==> src/rtl/fsm_output_signature_monitor_if.sv <==
// Bus between the e17 output-signature monitor and whoever drives/reads it:
// window control, the monitored y vector, golden references and results.
interface fsm_output_signature_monitor_if #(
    parameter int WIDTH = 17,
    parameter int CNT_W = 8
);
    logic             start;
    logic [WIDTH-1:0] y_in;
    logic [WIDTH-1:0] golden_sig;
    logic [CNT_W-1:0] golden_cnt;
    logic             busy;
    logic             done;
    logic [WIDTH-1:0] sig_out;
    logic [CNT_W-1:0] triple_cnt;
    logic             sig_err;
    logic             cnt_err;
    logic             mismatch;

    modport master (
        output start, y_in, golden_sig, golden_cnt,
        input  busy, done, sig_out, triple_cnt, sig_err, cnt_err, mismatch
    );

    modport slave (
        input  start, y_in, golden_sig, golden_cnt,
        output busy, done, sig_out, triple_cnt, sig_err, cnt_err, mismatch
    );
endinterface

==> src/rtl/fsm_output_signature_monitor.sv <==
// Output-signature monitor for the locked e17 controller.
// Compacts y1..y17 over a fixed window into a MISR signature and counts the
// cycles where y1/y8/y9 are jointly high (the triple a wrong key suppresses).
// Both results are compared against golden values when the window closes.
module fsm_output_signature_monitor #(
    parameter int               WIDTH   = 17,
    parameter int               WIN_LEN = 64,
    parameter int               CNT_W   = 8,
    parameter logic [WIDTH-1:0] POLY    = 17'h00009,
    parameter int               WIN_W   = 16
) (
    input  logic                                 clk,
    input  logic                                 rst,
    fsm_output_signature_monitor_if.slave        bus
);

    typedef enum logic [1:0] {
        S_IDLE = 2'd0,
        S_RUN  = 2'd1,
        S_DONE = 2'd2
    } state_t;

    localparam logic [WIN_W-1:0] WIN_LAST = WIN_W'(WIN_LEN - 1);
    localparam logic [CNT_W-1:0] CNT_MAX  = {CNT_W{1'b1}};

    state_t           r_state;
    logic [WIDTH-1:0] r_misr;
    logic [CNT_W-1:0] r_cnt;
    logic [WIN_W-1:0] r_win;
    logic             r_busy;
    logic             r_done;
    logic             r_sig_err;
    logic             r_cnt_err;
    logic             r_mismatch;

    state_t           w_state_next;
    logic [WIDTH-1:0] w_misr_next;
    logic [CNT_W-1:0] w_cnt_next;
    logic [WIN_W-1:0] w_win_next;
    logic             w_busy_next;
    logic             w_done_next;
    logic             w_sig_err_next;
    logic             w_cnt_err_next;
    logic             w_mismatch_next;

    logic [WIDTH-1:0] w_misr_upd;
    logic [CNT_W-1:0] w_cnt_upd;
    logic             w_triple;
    logic             w_sig_err_fin;
    logic             w_cnt_err_fin;

    // One RUN-step of the MISR and the saturating triple counter.
    always_comb begin
        w_triple      = bus.y_in[0] & bus.y_in[7] & bus.y_in[8];
        w_misr_upd    = {r_misr[WIDTH-2:0], 1'b0}
                      ^ (r_misr[WIDTH-1] ? POLY : {WIDTH{1'b0}})
                      ^ bus.y_in;
        if (w_triple && (r_cnt != CNT_MAX)) begin
            w_cnt_upd = r_cnt + {{(CNT_W-1){1'b0}}, 1'b1};
        end else begin
            w_cnt_upd = r_cnt;
        end
        // Compared against the final values so the flags land with DONE.
        w_sig_err_fin = (w_misr_upd != bus.golden_sig);
        w_cnt_err_fin = (w_cnt_upd  != bus.golden_cnt);
    end

    // Next-state and next-output logic of the IDLE/RUN/DONE controller.
    always_comb begin
        w_state_next    = r_state;
        w_misr_next     = r_misr;
        w_cnt_next      = r_cnt;
        w_win_next      = r_win;
        w_busy_next     = r_busy;
        w_done_next     = r_done;
        w_sig_err_next  = r_sig_err;
        w_cnt_err_next  = r_cnt_err;
        w_mismatch_next = r_mismatch;
        case (r_state)
            S_IDLE, S_DONE: begin
                // A new window clears everything; y_in is not sampled here.
                if (bus.start) begin
                    w_state_next    = S_RUN;
                    w_misr_next     = {WIDTH{1'b0}};
                    w_cnt_next      = {CNT_W{1'b0}};
                    w_win_next      = {WIN_W{1'b0}};
                    w_busy_next     = 1'b1;
                    w_done_next     = 1'b0;
                    w_sig_err_next  = 1'b0;
                    w_cnt_err_next  = 1'b0;
                    w_mismatch_next = 1'b0;
                end else begin
                    w_state_next    = r_state;
                end
            end
            S_RUN: begin
                w_misr_next = w_misr_upd;
                w_cnt_next  = w_cnt_upd;
                if (r_win == WIN_LAST) begin
                    w_state_next    = S_DONE;
                    w_win_next      = {WIN_W{1'b0}};
                    w_busy_next     = 1'b0;
                    w_done_next     = 1'b1;
                    w_sig_err_next  = w_sig_err_fin;
                    w_cnt_err_next  = w_cnt_err_fin;
                    w_mismatch_next = w_sig_err_fin | w_cnt_err_fin;
                end else begin
                    w_win_next      = r_win + {{(WIN_W-1){1'b0}}, 1'b1};
                end
            end
            default: begin
                w_state_next    = S_IDLE;
                w_misr_next     = {WIDTH{1'b0}};
                w_cnt_next      = {CNT_W{1'b0}};
                w_win_next      = {WIN_W{1'b0}};
                w_busy_next     = 1'b0;
                w_done_next     = 1'b0;
                w_sig_err_next  = 1'b0;
                w_cnt_err_next  = 1'b0;
                w_mismatch_next = 1'b0;
            end
        endcase
    end

    // State and result registers; reset aborts any window immediately.
    always_ff @(posedge clk or posedge rst) begin
        if (rst) begin
            r_state    <= S_IDLE;
            r_misr     <= {WIDTH{1'b0}};
            r_cnt      <= {CNT_W{1'b0}};
            r_win      <= {WIN_W{1'b0}};
            r_busy     <= 1'b0;
            r_done     <= 1'b0;
            r_sig_err  <= 1'b0;
            r_cnt_err  <= 1'b0;
            r_mismatch <= 1'b0;
        end else begin
            r_state    <= w_state_next;
            r_misr     <= w_misr_next;
            r_cnt      <= w_cnt_next;
            r_win      <= w_win_next;
            r_busy     <= w_busy_next;
            r_done     <= w_done_next;
            r_sig_err  <= w_sig_err_next;
            r_cnt_err  <= w_cnt_err_next;
            r_mismatch <= w_mismatch_next;
        end
    end

    assign bus.busy       = r_busy;
    assign bus.done       = r_done;
    assign bus.sig_out    = r_misr;
    assign bus.triple_cnt = r_cnt;
    assign bus.sig_err    = r_sig_err;
    assign bus.cnt_err    = r_cnt_err;
    assign bus.mismatch   = r_mismatch;

endmodule

==> src/flat_wrapper.sv <==
// flat-port wrapper written by rule: the top's interface ports become plain ports
module fsm_output_signature_monitor_flat 
#(
    parameter int               WIDTH   = 17,
    parameter int               WIN_LEN = 64,
    parameter int               CNT_W   = 8,
    parameter logic [WIDTH-1:0] POLY    = 17'h00009,
    parameter int               WIN_W   = 16
)
  (clk, rst, bus_start, bus_y_in, bus_golden_sig, bus_golden_cnt, bus_busy, bus_done, bus_sig_out, bus_triple_cnt, bus_sig_err, bus_cnt_err, bus_mismatch);
  fsm_output_signature_monitor_if #(.WIDTH(WIDTH), .CNT_W(CNT_W)) bus_i ();
  input  logic clk;
  input  logic rst;
  input wire logic [$bits(bus_i.start)-1:0] bus_start;
  input wire logic [$bits(bus_i.y_in)-1:0] bus_y_in;
  input wire logic [$bits(bus_i.golden_sig)-1:0] bus_golden_sig;
  input wire logic [$bits(bus_i.golden_cnt)-1:0] bus_golden_cnt;
  output wire logic [$bits(bus_i.busy)-1:0] bus_busy;
  output wire logic [$bits(bus_i.done)-1:0] bus_done;
  output wire logic [$bits(bus_i.sig_out)-1:0] bus_sig_out;
  output wire logic [$bits(bus_i.triple_cnt)-1:0] bus_triple_cnt;
  output wire logic [$bits(bus_i.sig_err)-1:0] bus_sig_err;
  output wire logic [$bits(bus_i.cnt_err)-1:0] bus_cnt_err;
  output wire logic [$bits(bus_i.mismatch)-1:0] bus_mismatch;
  assign bus_i.start = bus_start;
  assign bus_i.y_in = bus_y_in;
  assign bus_i.golden_sig = bus_golden_sig;
  assign bus_i.golden_cnt = bus_golden_cnt;
  assign bus_busy = bus_i.busy;
  assign bus_done = bus_i.done;
  assign bus_sig_out = bus_i.sig_out;
  assign bus_triple_cnt = bus_i.triple_cnt;
  assign bus_sig_err = bus_i.sig_err;
  assign bus_cnt_err = bus_i.cnt_err;
  assign bus_mismatch = bus_i.mismatch;
  fsm_output_signature_monitor #(.WIDTH(WIDTH), .WIN_LEN(WIN_LEN), .CNT_W(CNT_W), .POLY(POLY), .WIN_W(WIN_W)) u_core (.clk(clk), .rst(rst), .bus(bus_i));
endmodule
==> config.mk <==
export PLATFORM = sky130hd
export DESIGN_NAME = fsm_output_signature_monitor_flat
export DESIGN_NICKNAME = d
export VERILOG_FILES = /design/src/rtl/fsm_output_signature_monitor_if.sv /design/src/rtl/fsm_output_signature_monitor.sv /design/src/flat_wrapper.sv
export SDC_FILE = /design/constraint.sdc
export NUM_CORES = 1
export LEC_CHECK = 0
export ABC_AREA = 0
export BUFFER_PORTS_ARGS = -buffer_cell sky130_fd_sc_hd__buf_2
export CAP_MARGIN = 5
export CORE_UTILIZATION = 35
export DETAILED_ROUTE_END_ITERATION = 7
export MAX_ROUTING_LAYER = met4
export PLACE_DENSITY = 0.62
export SETUP_SLACK_MARGIN = 0.2
export SLEW_MARGIN = 5
export SYNTH_ARGS = -nofsm -noshare
export SYNTH_HDL_FRONTEND = slang
export SYNTH_SLANG_ARGS = --single-unit
==> constraint.sdc <==
create_clock -name clk -period 1.84 [get_ports clk]
set_input_delay 0.184 -clock clk [delete_from_list [all_inputs] [get_ports clk]]
set_output_delay 0.184 -clock clk [all_outputs]
set_load 0.05 [all_outputs]
==> impl_metrics.py <==
metrics = {
    "clocking": {
        "clock_sinks": 47,
        "clk_path_buf_depth": 2,
        "cts_tree": "yes",
        "clk_latency_ns": 0.29,
        "clockRootBuffer": "clkbuf_8",
        "clk_pin_slew_ns": 0.08,
        "cts_made_buffers": 5,
        "h-tree-depth": 2,
    },
    "synth": {
        "ys_seq_elements": 47,
        "ys_async_sr_fraction": 1.000,
        "syn_inst": 297,
        "syn-cell-area_um2": 2887,
        "yosys.cell_types.count": 52,
        "synth_edf_count": 0,
        "syn-num-nets": 344,
        "avgSynthCellArea_um2": 9.719,
        "synth-main-ff-cell": "dfrtp_1",
        "yosysWarnings": 0,
        "synth-seq-area-share": 0.4075,
    },
    "power_and_ir_drop": {
        "leakage_nw": 1.879,
        "share_seq_of_total_power": 0.329,
        "ir_drop_mv": 0.4516,
        "p_comb_frac": 0.546,
        "power_density_nw_per_um2": 1176,
        "pwr-share-clk": 0.125,
        "switching_power_mw": 2.182,
        "switching_share": 0.4517,
        "p_int_mw": 2.648,
    },
    "routing": {
        "drcViolationCount": 0,
        "ant_nets": 0,
        "vias_per_cell": 5.051,
        "routed_wl_mm": 7.784,
        "vias": 2687,
        "dr.pass1.iters": 4,
        "initialDrtViolationCount": 85,
        "wl_per_cell_um": 14.63,
    },
    "sta": {
        "tightest_slew_ns": 0.5289,
        "report.final.slew_viol_count": 0,
        "whs_ns": 0.1761,
        "setup_viol_count_final": 2,
        "min_period_ns": 1.904,
        "fmaxAchievable_mhz": 525.2,
        "rsz0062_at_grt": "yes",
        "finalSetupTns_ns": -0.06536,
        "fin_ws_ns": -0.06421,
        "slew_headroom": 0.6469,
        "hold_viol_final": 0,
        "finClkSkew_ns": 0.004674,
        "timing.final.crit_share": 1.035,
    },
    "final_layout": {
        "area_delta_synth_final_pct": 42.26,
        "layout.cells.most_common": "buf_2",
        "most-common-layout-cells": "buf_2 (74), buf_4 (54), nand2_1 (32), dfrtp_1 (28), xor2_1 (24)",
        "multiInputGateArea_um2": 1844,
        "diodes": 0,
        "nets": 476,
        "drive_above_1_share": 0.4814,
        "final_core_util": 0.5233,
        "seqCellArea_um2": 1200,
        "fillerInstances": 762,
    },
    "hold_path": {
        "hold_depth": 3,
        "holdCritStartpoint": "bus_start",
        "hold_path.class": "in2reg",
        "min_to": "u_core.r_state[0]$_DFFE_PP0P_",
    },
    "die": {
        "die-area_um2": 8615,
        "start_util": 0.3678,
        "rows": 32,
        "dieWidth_um": 92.82,
        "core_area_um2": 7848,
        "die_y_um": 92.82,
        "io_pins": 75,
    },
    "outcome": {
        "status": "finished with violations",
        "violations": "setup timing",
    },
    "global_route": {
        "grt_start_max_net_pins": 34,
        "grt_antenna_before_repair": 0,
        "use_met3": 0.02627,
        "grt_usage": 0.1888,
        "grt_pass1_wl_mm": 12.36,
        "grt_util_met2": 0.2935,
        "top_usage_layer": "met2",
        "grt_pass1_vias": 2553,
        "grt.overflow.total": 0,
        "grtUsageMet1": 0.2518,
    },
    "critical_path": {
        "worstSetupPathType": "reg2reg",
        "cp-end-kind": "flop",
        "rrSetupSlack_ns": -0.06,
        "start_kind": "flop",
        "required_ns": 2.02,
        "r2r_cells": 6,
        "crit_path_start": "u_core.bus.sig_out[7]$_DFFE_PP0P_",
        "crit_arrival_ns": 2.09,
        "reg2reg_from": "u_core.bus.sig_out[7]$_DFFE_PP0P_",
        "critPathMaxFanout": 2,
        "r2r-end": "u_core.bus.mismatch$_DFFE_PP0P_",
    },
    "place": {
        "hpwlAfterDp_mm": 5.851,
        "io_buffers": 74,
        "gp_congestion": 0.8348,
        "place_ws_ns": -0.09670,
    },
    "flow_run": {
        "maxCapViolCount": 0,
    },
}
==> Yosys cell counts (2+ instances only) <==
library cell	number	area [um^2]
a21oi_1	5	25.02
a22o_1	11	96.34
and2_1	2	12.51
and3_1	6	37.54
and4_1	2	17.52
buf_2	2	10.01
clkbuf_1	7	26.28
dfrtp_1	47	1176
ha_1	2	25.02
inv_1	3	11.26
nand2_1	35	131.4
nand3_1	13	65.06
nand3b_1	2	15.01
nand4_1	8	50.05
nor2_1	27	101.4
nor2b_1	4	25.02
nor3_1	2	10.01
nor3_2	2	20.02
nor4_1	3	18.77
o21ai_0	18	90.09
o21ai_1	15	75.07
o31ai_1	2	15.01
or3_1	2	12.51
or4_4	3	33.78
xnor2_1	17	148.9
xnor3_1	5	112.6
xor2_1	27	236.5
==> worst max-delay path, cell delays in order, from the launching register on <==
cell,delay (ns)
dfrtp_2,0.43
xor2_2,0.16
xor2_1,0.16
or4_4,0.51
nor4_4,0.31
a2bb2oi_2,0.16
o21ai_1,0.06
==> metrics by stage <==
step | power [mW] | cells | area [um^2]
floorplan | 3.283 | 297 | 2978
global placement | 4.111 | 514 | 3820
detailed placement | 4.145 | 514 | 3820
CTS | 4.806 | 527 | 3993
global route | 5.134 | 532 | 4106
finish | 4.830 | 532 | 4106
==> area by class of cell <==
class,count,share of cell area
multi-input cells,238,0.4491
flip-flops and latches,47,0.2922
repair buffers,134,0.2051
well taps,102,0.03108
clock buffers,7,0.01859
inverters,3,0.002742
clock inverters,1,0.001219
==> flip-flops by register name (all words and copies together) (netlist names) <==
signal                 flops
u_core.bus.sig_out        17
u_core.r_win              16
u_core.bus.triple_cnt      8
u_core.bus.busy            1
u_core.bus.cnt_err         1
u_core.bus.done            1
u_core.bus.mismatch        1
u_core.bus.sig_err         1
u_core.r_state             1
==> power groups by stage <==
stage / Clock [mW] / Combinational [mW] / Sequential (mW)
after floorplan: 0 / 0.885 / 2.40
after global placement: 0 / 2.54 / 1.57
after detailed placement: 0 / 2.55 / 1.59
after CTS: 0.624 / 2.60 / 1.58
after global routing: 0.664 / 2.85 / 1.62
final: 0.605 / 2.64 / 1.59
==> how the worst max path moves through the flow <==
stage	cells after the start	end	slack (ns)
final	6	u_core.bus.mismatch$_DFFE_PP0P_	-0.06
after global routing	6	u_core.bus.mismatch$_DFFE_PP0P_	-0.15
after CTS	6	u_core.bus.mismatch$_DFFE_PP0P_	-0.08
after detailed placement	7	u_core.bus.mismatch$_DFFE_PP0P_	-0.1
after global placement	7	u_core.bus.mismatch$_DFFE_PP0P_	-0.08
after floorplan	7	u_core.bus.cnt_err$_DFFE_PP0P_	-0.16
==> what timing repair did <==
action                                  4_1_cts  5_1_grt
pin swaps                                    10       19
buffers inserted                              3        5
gates resized for setup                      13       22
gates cloned                                  1        0
endpoints found under the setup margin       20       24
hold buffers                                  1        0
endpoints found under the hold margin        23        0
==> cells by family (layout without fill, tap and decap cells) <==
group | count (synthesis) | after routing | share of synthesized area
xor gates and xnor gates | 51 | 51 | 0.1864
buffers and inverters | 13 | 145 | 0.01777
AOI/OAI and AO/OA | 65 | 65 | 0.1608
and+or+nand+nor | 118 | 119 | 0.2154
DFF | 47 | 47 | 0.4075
muxes | 1 | 1 | 0.003468
adders and majority gates | 2 | 2 | 0.008668
==> metal layers <==
metal | part of all wire | up-vias
met5 | 0 | -
met4 | 0.016 | 0
met3 | 0.044 | 9
met2 | 0.46 | 69
met1 | 0.48 | 1282
li1 | - | 1327
Note: power is estimated with default switching activity, not from simulation.
